`src/rtl/spu_fetch_unit_if.sv`:
```
// Local store read port between the SPU fetch unit (master) and the local store arbiter (slave).
// A read transfers when ls_rd_en && ls_rd_grant on a rising edge; ls_rd_data holds the pair the following cycle; en/addr stay stable until granted.
interface spu_fetch_unit_if #(
  parameter int LS_ADDR_W = 18
);
  logic                 ls_rd_en;
  logic [LS_ADDR_W-1:0] ls_rd_addr;
  logic                 ls_rd_grant;
  logic [63:0]          ls_rd_data;

  modport master (
    output ls_rd_en,
    output ls_rd_addr,
    input  ls_rd_grant,
    input  ls_rd_data
  );

  modport slave (
    input  ls_rd_en,
    input  ls_rd_addr,
    output ls_rd_grant,
    output ls_rd_data
  );
endinterface

```
`src/rtl/spu_fetch_unit.sv`:
```
// SPU instruction fetch: prefetches aligned even/odd pairs from local store into a small FIFO.
// Optional performance counters are enabled by defining SPU_FETCH_PERF_EN.
module spu_fetch_unit #(
  parameter int                    LS_ADDR_W = 18,
  parameter int                    BUF_DEPTH = 4,
  parameter logic [LS_ADDR_W-1:0]  RESET_PC  = '0,
  parameter logic [31:0]           NOP_INSTR = 32'h4020_0000
) (
  input  logic                 clk,
  input  logic                 reset,
  spu_fetch_unit_if.master     ls,
  input  logic                 stallEven,
  input  logic                 stallOdd,
  input  logic                 branch_taken,
  input  logic [LS_ADDR_W-1:0] branch_target,
  output logic [31:0]          instruction1_IF,
  output logic [31:0]          instruction2_IF,
  output logic [LS_ADDR_W-1:0] pc_IF,
  output logic                 fetch_valid
`ifdef SPU_FETCH_PERF_EN
  ,
  output logic [31:0]          perf_bubble_cnt,
  output logic [31:0]          perf_redirect_cnt
`endif
);

  localparam int PTR_W = $clog2(BUF_DEPTH);
  localparam int CNT_W = $clog2(BUF_DEPTH + 1);

  logic [LS_ADDR_W-1:0] fetch_pc_q, fetch_pc_d;
  logic [CNT_W-1:0]     count_q, count_d;
  logic [PTR_W-1:0]     head_q, head_d, tail_q, tail_d;
  logic                 inflight_q, inflight_d;
  logic                 pad_q, pad_d;

  logic [63:0]          pair_mem [BUF_DEPTH];
  logic [LS_ADDR_W-1:0] pc_mem   [BUF_DEPTH];

  logic                 pop, issue, ret;
  logic [CNT_W:0]       occ;
  logic                 unused_tgt_bits;

  assign unused_tgt_bits = ^branch_target[1:0];

  always_comb begin
    fetch_valid = (count_q != '0);
    pop         = fetch_valid && !stallEven && !stallOdd;
    // Occupancy counts the in-flight pair so a returning read always has a free slot.
    occ         = {1'b0, count_q} + (CNT_W+1)'(inflight_q) - (CNT_W+1)'(pop);
    issue       = reset && !branch_taken && (occ < (CNT_W+1)'(BUF_DEPTH));
    ret         = inflight_q && !branch_taken;

    ls.ls_rd_en   = issue;
    ls.ls_rd_addr = issue ? fetch_pc_q : '0;

    instruction1_IF = fetch_valid ? pair_mem[head_q][63:32] : '0;
    instruction2_IF = fetch_valid ? pair_mem[head_q][31:0]  : '0;
    pc_IF           = fetch_valid ? pc_mem[head_q]          : '0;
  end

  always_comb begin
    fetch_pc_d = fetch_pc_q;
    count_d    = count_q;
    head_d     = head_q;
    tail_d     = tail_q;
    inflight_d = 1'b0;
    pad_d      = pad_q;
    if (branch_taken) begin
      count_d    = '0;
      head_d     = '0;
      tail_d     = '0;
      fetch_pc_d = {branch_target[LS_ADDR_W-1:3], 3'b000};
      pad_d      = branch_target[2];
    end else begin
      if (issue && ls.ls_rd_grant) begin
        inflight_d = 1'b1;
        fetch_pc_d = fetch_pc_q + LS_ADDR_W'(8);
      end
      if (ret) begin
        tail_d = tail_q + PTR_W'(1);
        pad_d  = 1'b0;
      end
      if (pop) head_d = head_q + PTR_W'(1);
      count_d = count_q + CNT_W'(ret) - CNT_W'(pop);
    end
  end

  always_ff @(posedge clk or negedge reset) begin
    if (!reset) begin
      fetch_pc_q <= RESET_PC;
      count_q    <= '0;
      head_q     <= '0;
      tail_q     <= '0;
      inflight_q <= 1'b0;
      pad_q      <= 1'b0;
    end else begin
      fetch_pc_q <= fetch_pc_d;
      count_q    <= count_d;
      head_q     <= head_d;
      tail_q     <= tail_d;
      inflight_q <= inflight_d;
      pad_q      <= pad_d;
    end
  end

  // While a read is in flight fetch_pc_q has already advanced one pair past it.
  always_ff @(posedge clk) begin
    if (ret) begin
      pair_mem[tail_q] <= {(pad_q ? NOP_INSTR : ls.ls_rd_data[63:32]), ls.ls_rd_data[31:0]};
      pc_mem[tail_q]   <= fetch_pc_q - LS_ADDR_W'(8);
    end
  end

`ifdef SPU_FETCH_PERF_EN
  logic [31:0] bubble_q, redirect_q;

  always_ff @(posedge clk or negedge reset) begin
    if (!reset) begin
      bubble_q   <= '0;
      redirect_q <= '0;
    end else begin
      if (!fetch_valid && !stallEven && !stallOdd && (bubble_q != '1))
        bubble_q <= bubble_q + 32'd1;
      if (branch_taken && (redirect_q != '1))
        redirect_q <= redirect_q + 32'd1;
    end
  end

  assign perf_bubble_cnt   = bubble_q;
  assign perf_redirect_cnt = redirect_q;
`endif

endmodule

```
`src/flat_wrapper.sv`:
```
// flat-port wrapper written by rule: the top's interface ports become plain ports
module spu_fetch_unit_flat 
#(
  parameter int                    LS_ADDR_W = 18,
  parameter int                    BUF_DEPTH = 4,
  parameter logic [LS_ADDR_W-1:0]  RESET_PC  = '0,
  parameter logic [31:0]           NOP_INSTR = 32'h4020_0000
)
  (clk, reset, stallEven, stallOdd, branch_taken, branch_target, instruction1_IF, instruction2_IF, pc_IF, fetch_valid, ls_ls_rd_en, ls_ls_rd_addr, ls_ls_rd_grant, ls_ls_rd_data);
  spu_fetch_unit_if #(.LS_ADDR_W(LS_ADDR_W)) ls_i ();
  input  logic clk;
  input  logic reset;
  input  logic stallEven;
  input  logic stallOdd;
  input  logic branch_taken;
  input  logic [LS_ADDR_W-1:0] branch_target;
  output logic [31:0] instruction1_IF;
  output logic [31:0] instruction2_IF;
  output logic [LS_ADDR_W-1:0] pc_IF;
  output logic fetch_valid;
  output wire logic [$bits(ls_i.ls_rd_en)-1:0] ls_ls_rd_en;
  output wire logic [$bits(ls_i.ls_rd_addr)-1:0] ls_ls_rd_addr;
  input wire logic [$bits(ls_i.ls_rd_grant)-1:0] ls_ls_rd_grant;
  input wire logic [$bits(ls_i.ls_rd_data)-1:0] ls_ls_rd_data;
  assign ls_ls_rd_en = ls_i.ls_rd_en;
  assign ls_ls_rd_addr = ls_i.ls_rd_addr;
  assign ls_i.ls_rd_grant = ls_ls_rd_grant;
  assign ls_i.ls_rd_data = ls_ls_rd_data;
  spu_fetch_unit #(.LS_ADDR_W(LS_ADDR_W), .BUF_DEPTH(BUF_DEPTH), .RESET_PC(RESET_PC), .NOP_INSTR(NOP_INSTR)) u_core (.clk(clk), .reset(reset), .ls(ls_i), .stallEven(stallEven), .stallOdd(stallOdd), .branch_taken(branch_taken), .branch_target(branch_target), .instruction1_IF(instruction1_IF), .instruction2_IF(instruction2_IF), .pc_IF(pc_IF), .fetch_valid(fetch_valid));
endmodule
```
`config.mk`:
```
export PLATFORM = sky130hd
export DESIGN_NAME = spu_fetch_unit_flat
export DESIGN_NICKNAME = d
export VERILOG_FILES = /design/src/rtl/spu_fetch_unit_if.sv /design/src/rtl/spu_fetch_unit.sv /design/src/flat_wrapper.sv
export SDC_FILE = /design/constraint.sdc
export NUM_CORES = 1
export LEC_CHECK = 0
export BUFFER_PORTS_ARGS = -buffer_cell sky130_fd_sc_hd__clkbuf_2
export CAP_MARGIN = 10
export CORE_MARGIN = 2
export CORE_UTILIZATION = 40
export CTS_CLUSTER_DIAMETER = 80
export DETAILED_ROUTE_END_ITERATION = 12
export PLACE_DENSITY = 0.63
export SYNTH_ARGS = -nofsm -noshare
export SYNTH_HDL_FRONTEND = slang
export SYNTH_SLANG_ARGS = --single-unit
export TNS_END_PERCENT = 30
```
`constraint.sdc`:
```
create_clock -name clk -period 3.45 [get_ports clk]
set_input_delay 0.5175 -clock clk [delete_from_list [all_inputs] [get_ports clk]]
set_output_delay 0.5175 -clock clk [all_outputs]
set_load 0.01 [all_outputs]
```
Yosys cells after proc, flatten, opt, wreduce, memory -nomap -nowiden:

Memory sizes are Yosys's and may differ from the RTL's.
Index checks and enable logic that the tools add are counted.

* multipliers: 0
* order comparisons: 1
* shifts and indexed selects: 0
* div/mod/pow operators: 0
* reductions and logical operators: 13
* equality and inequality tests: 0
* mux-type cells: 18
* $add $sub $neg: 8
* bitwise logic cells: 0

Operators by type and width (number)
* $mux W32: 3
* $mux W18: 4
* $add A18 B4 Y18 const B: 1
* $sub A18 B4 Y18 const B: 1
* $mux W2: 4
* $logic_and A1 B1 Y1: 6
* $mux W1: 6
* $reduce_bool A2 Y1: 3
* $add A2 B1 Y2 const B: 2
* $add A3 B1 Y4: 1
* $lt A4 B3 Y1 const B: 1
* $sub A4 B1 Y4: 1
* $add A3 B1 Y3: 1
* $logic_not A1 Y1: 3
* $mux W3: 1
* $reduce_bool A3 Y1: 1
* $sub A3 B1 Y3: 1

* latch bits: 0
* ROM bits: 0
* memories kept: 2
* register bits: 27
* bits in writable memories: 328
* output and inout port bits: 102

Memory list
* u_core.pair_mem: depth 4, bits a word 64, rd ports 1, clocked after Yosys merged registers in 0, write ports 1, RTL line spu_fetch_unit.sv:36 `logic [63:0] pair_mem [BUF_DEPTH];`
* u_core.pc_mem: depth 4, bits a word 18, rd ports 1, clocked after Yosys merged registers in 0, write ports 1, RTL line spu_fetch_unit.sv:37 `logic [LS_ADDR_W-1:0] pc_mem [BUF_DEPTH];`

Logic depth before layout (Yosys ltp):

* word-level depth: 9
* mapped depth: 12
* gate-level depth less buffers: 9

Least setup slack after synthesis:

OpenSTA, ideal clock, no wires.

* path type: flip-flop to output port
* start point: reg u_core.count_q[2]
* end point: out ls_ls_rd_addr[10]
* stages on the path, launching flop included: 12
* arrival: 2.891 ns
* slack: 0.041 ns
* required time: 2.932 ns
* path through: dfrtp_1 -> or3_1 -> clkbuf_1 -> and2_1 -> ha_1 -> inv_1 -> ha_1 -> and3b_4 -> or4b_1 -> a21oi_1 -> buf_2 -> and2_1

* cells in the longest elaborated chain, start to end: 7

RTL lines
* from (decl): RTL line spu_fetch_unit.sv:31 `logic [CNT_W-1:0] count_q, count_d;`
* from (signal assigned): RTL line spu_fetch_unit.sv:98 `count_q <= count_d;`
* parallel branches: the longest is 3 deep, another holds $add A3 B1 Y4
* $sub A4 B1 Y4 (*): RTL line spu_fetch_unit.sv:49 `occ = {1'b0, count_q} + (CNT_W+1)'(inflight_q) - (CNT_W+1)'(pop);`
* $lt A4 B3 Y1 (*): RTL line spu_fetch_unit.sv:50 `issue = reset && !branch_taken && (occ < (CNT_W+1)'(BUF_DEPTH));`
* $logic_and A1 B1 Y1 (*): RTL line spu_fetch_unit.sv:50
* via ls_ls_rd_en: RTL line flat_wrapper.sv:21 `output wire logic [$bits(ls_i.ls_rd_en)-1:0] ls_ls_rd_en;`
* $mux W18 (*): RTL line spu_fetch_unit.sv:54 `ls.ls_rd_addr = issue ? fetch_pc_q : '0;`
* to (decl): RTL line flat_wrapper.sv:22 `output wire logic [$bits(ls_i.ls_rd_addr)-1:0] ls_ls_rd_addr;`

Mark *: on every way through the listed nets, which the timed path passes.

Worst setup path in the final report:

* start point: reg u_core.count_q[2]
* end point: out ls_ls_rd_addr[9]

* cells in the longest elaborated chain, start to end: 7

RTL lines (RTL line)
* parallel branches: the longest is 3 deep, another holds $add A3 B1 Y4
* $sub A4 B1 Y4 (*): spu_fetch_unit.sv:49
* $lt A4 B3 Y1 (*): spu_fetch_unit.sv:50
* $logic_and A1 B1 Y1 (*): spu_fetch_unit.sv:50
* $mux W18 (*): spu_fetch_unit.sv:54

Mark *: on every way between the ends.

==> metrics.md <==
| Metric | Value |
|---|---|
| Grt peak-use layer | `met2` |
| Antenna Nets Post-Route | `0` |
| Gr ovfl total | `0` |
| Synth top area share | `about 66%` |
| Distinct cells, synth | `50` |
| Cts bufs inserted | `37` |
| Root buffer cell | `clkbuf_16` |
| Met3 usage | `around 3.2%` |
| Via count | `roughly 7,900` |
| Sequential area share after synthesis | `a little over two thirds` |
| Post-layout nets | `roughly 1,100` |
| Total GRT Usage | `between 15 and 20%` |
| MaxCap Viol Count | `0` |
| Ys Warns | `0` |
| Placement Setup Slack | `approximately 30 ps` |
| Top achievable clock speed | `roughly 0.28 GHz` |
| Placed Instances | `1,427` |
| Final period util | `105.3%` |
| Type of origin of the critical path | `flop` |
| Antenna violations before repair | `1` |
| CP endpoint kind | `primary output` |
| Tot Pwr | `0.01113 W` |
| H-tree Lvls | `2` |
| Share of cells above drive strength 1 | `35.73%` |
| FF-to-FF End | `u_core.fetch_pc_q[13]` |
| Worst slew margin | `between 20% and 30%` |
| Failing checks | `negative setup slack` |
| Die area | `0.03724 sq mm` |
| Die Height | `slightly below 200 um` |
| Leakage | `between 5 and 6 nW` |
| Setup crit start | `u_core.count_q[2]` |
| Port Buffers | `roughly 180` |
| Reg2reg setup slack | `roughly 460 ps` |
| Mean routed wirelength per cell | `20.44 um` |
| Reg clk slew, reported paths | `about 60 ps` |
| Status | `complete, but fails checks` |
| CP cell instances | `or3_4, and2_4, ha_4, inv_4, ha_4, and3b_4, or4b_4, a21oi_4, buf_6, and2_4, buf_6` |
| Pin count of the biggest net entering global routing | `about 80` |
| Mapped Area | `roughly 0.014 sq mm` |
| Non-filler cells, final | `about 1,500` |
| Die Wd | `193.0 um` |
| WS Path Type | `reg -> out` |
| Register bit total from synthesis | `340` |
| # setup viols final | `16` |
| Core Rows | `approximately 70` |
| Drt via density | `5.212` |
| Post-synth EDFFs | `roughly 320` |
| Vias in the first global route | `7,898` |
| Final Cell Area | `0.01718 sq mm` |
| CP max stage delay | `520 ps` |
| Placement Cell Area | `between 0.015 and 0.02 sq mm` |
| Slew @ Worst Pin | `approximately 1100 ps` |
| Setup WS post-layout | `-183.0 ps` |
| Slew Viols, Final | `0` |
| Fill cells | `between 2,000 and 3,000` |
| Post-synth top area cell | `edfxtp_1` |
| First-pass GRT wire length | `approximately 46,000 um` |
| Critical Path Fanout Max | `8` |
| Tmin final | `approximately 3600 ps` |
| Area Overhead vs Synth | `20.29%` |
| Worst EP required | `between 2000 and 3000 ps` |
| Met2 usage | `between 20 and 30%` |
| Largest cells by area after synthesis | `edfxtp_1, mux4_2, and2_1` |
| Post-synth top cells | `edfxtp_1, and2_1, mux4_2, nor2b_1, clkbuf_1` |
| Final wirelength | `30,780 um` |
| CP max-delay cell | `or4b_4` |
| Average size of a mapped cell | `17.61 sq um` |
| Clk buf depth | `3` |
| Met1 usage | `between 20% and 30%` |
| R2R Path Start | `u_core.count_q[2]` |
| HP Class | `in -> reg` |
| Skew final | `16.69 ps` |
| GP Congestion | `about 0.84` |
| # DRC | `0` |
| Starting Density | `between 40% and 50%` |
| PD cells | `647.8 mW/mm^2` |
| Core Util, Final | `48.54%` |
| TritonRoute pass-1 iters | `4` |
| Starting DRT DRC Count | `approximately 440` |
| Ys flop type | `edfxtp_1` |
| Critical path endpoint | `ls_ls_rd_addr[9]` |
| CP Data Arrival Time | `around 3100 ps` |
| Worst reg-to-reg path cell count | `11` |
| CTS tree | `yes` |
| Final hold vios | `0` |
| RSZ-0062 raised after global routing | `true` |
| DPL Wire Length | `roughly 19,000 um` |
| Clock sink total | `340` |
| IR drop worst, VDD | `0.0003719 V` |
| Post-synth ARST share | `~7%` |
| Worst-skew pair later-pin latency | `510 ps` |
| Core area | `approximately 0.035 sq mm` |
| Top-count cell post-synth | `edfxtp_1` |
| Cells after synthesis | `~810` |
| Boundary pin count | `190` |
-- sequential cells by signal, summed over array words and instances (netlist names) --
name and flops:
u_core.head_q 2, u_core.pc_mem 60, u_core.fetch_pc_q 15, u_core.inflight_q 1, u_core.tail_q 2, u_core.pad_q 1
u_core.pair_mem 256, u_core.count_q 3
-- power breakdown --
group / internal (W) / total (W) / switching [W]
combinational: 0.00115 / 0.00254 / 0.00139
clock: 0.00214 / 0.00366 / 0.00152
sequential: 0.00471 / 0.00493 / 0.000215
-- routing by layer --
metal | share of wire [%] | up-vias
li1 | - | 3568
met1 | 44 | 4015
met2 | 48 | 231
met3 | 5.9 | 36
met4 | 1.4 | 0
met5 | 0 | -
-- through the flow --
step	hold slack, ps	setup TNS [ps]
2_1_floorplan	221.9	0
3_3_place_gp	478.2	0
3_5_place_dp	481.5	0
4_1_cts	195.3	-3768
5_1_grt	200.8	-4440
6_report	225.4	-2688
-- placed cells by master (no fill, tap or decap), drive strengths merged, types with 2 or more instances in the layout --
| cell type | count |
|---|---|
| a211oi | 6 |
| a21oi | 12 |
| a22o | 4 |
| a22oi | 3 |
| a31oi | 4 |
| and2 | 99 |
| and3 | 3 |
| buf | 51 |
| clkbuf | 212 |
| clkinv | 17 |
| clkinvlp | 2 |
| conb | 6 |
| dfrtp | 24 |
| edfxtp | 316 |
| ha | 10 |
| inv | 12 |
| mux4 | 79 |
| nand2 | 11 |
| nand2b | 6 |
| nand3 | 25 |
| nand3b | 2 |
| nand4 | 3 |
| nor2 | 19 |
| nor2b | 41 |
| nor3 | 8 |
| nor3b | 2 |
| nor4 | 8 |
| nor4b | 2 |
| o211ai | 9 |
| o21ai | 9 |
| or2 | 2 |
| or3 | 5 |
| or4b | 2 |
| xnor2 | 4 |
| xor2 | 13 |
-- layout make-up --
cell class	instances	area [sq um]	area share, %
clock buffers	47	1006	5.854
multi-input cells	408	3996	23.26
well taps	461	576.8	3.357
clock inverters	21	127.6	0.7427
diodes	1	2.502	0.01456
inverters	11	43.79	0.2549
flip-flops and latches	340	10100	58.76
repair buffers	217	1333	7.755
-- cells by family after synthesis --
family	after synthesis	synth area share (%)
flip-flops	340	70.63
AND/OR/NAND/NOR	241	10.17
multiplexers	80	12.53
buffers and inverters	68	2.085
AO/OA/AOI/OAI	53	2.505
XOR/XNOR	17	1.042
adder cells (fa/ha/maj)	11	1.016
other	1	0.02625
-- worst min path at each step --
stage          slack (ps)         startpoint                     end  depth (start not counted)
2_1_floorplan         220              reset       u_core.count_q[0]                          0
3_3_place_gp          480              reset   u_core.fetch_pc_q[14]                          1
3_5_place_dp          480              reset   u_core.fetch_pc_q[14]                          1
4_1_cts               200  ls_ls_rd_data[21]  u_core.pair_mem[0][21]                          1
5_1_grt               200  ls_ls_rd_data[21]  u_core.pair_mem[1][21]                          1
6_report              230  ls_ls_rd_data[21]  u_core.pair_mem[0][21]                          1
-- repair_timing --
item	CTS	global route
hold buffers	1	0
setup buffers	5	3
pin swaps	3	3
gates resized for setup	16	32
gates cloned	1	0
endpoints found under the hold margin	14	0
endpoints found under the setup margin	16	16
-- critical path, delay by kind of cell (launching register included) --
kind,cells,cell delay [ps]
and+or+nand+nor,5,1400
DFF,1,380
adders and majority gates,2,340
buffers and inverters,3,310
AOI/OAI and AO/OA,1,190
Power figures use the tool's default switching activity.
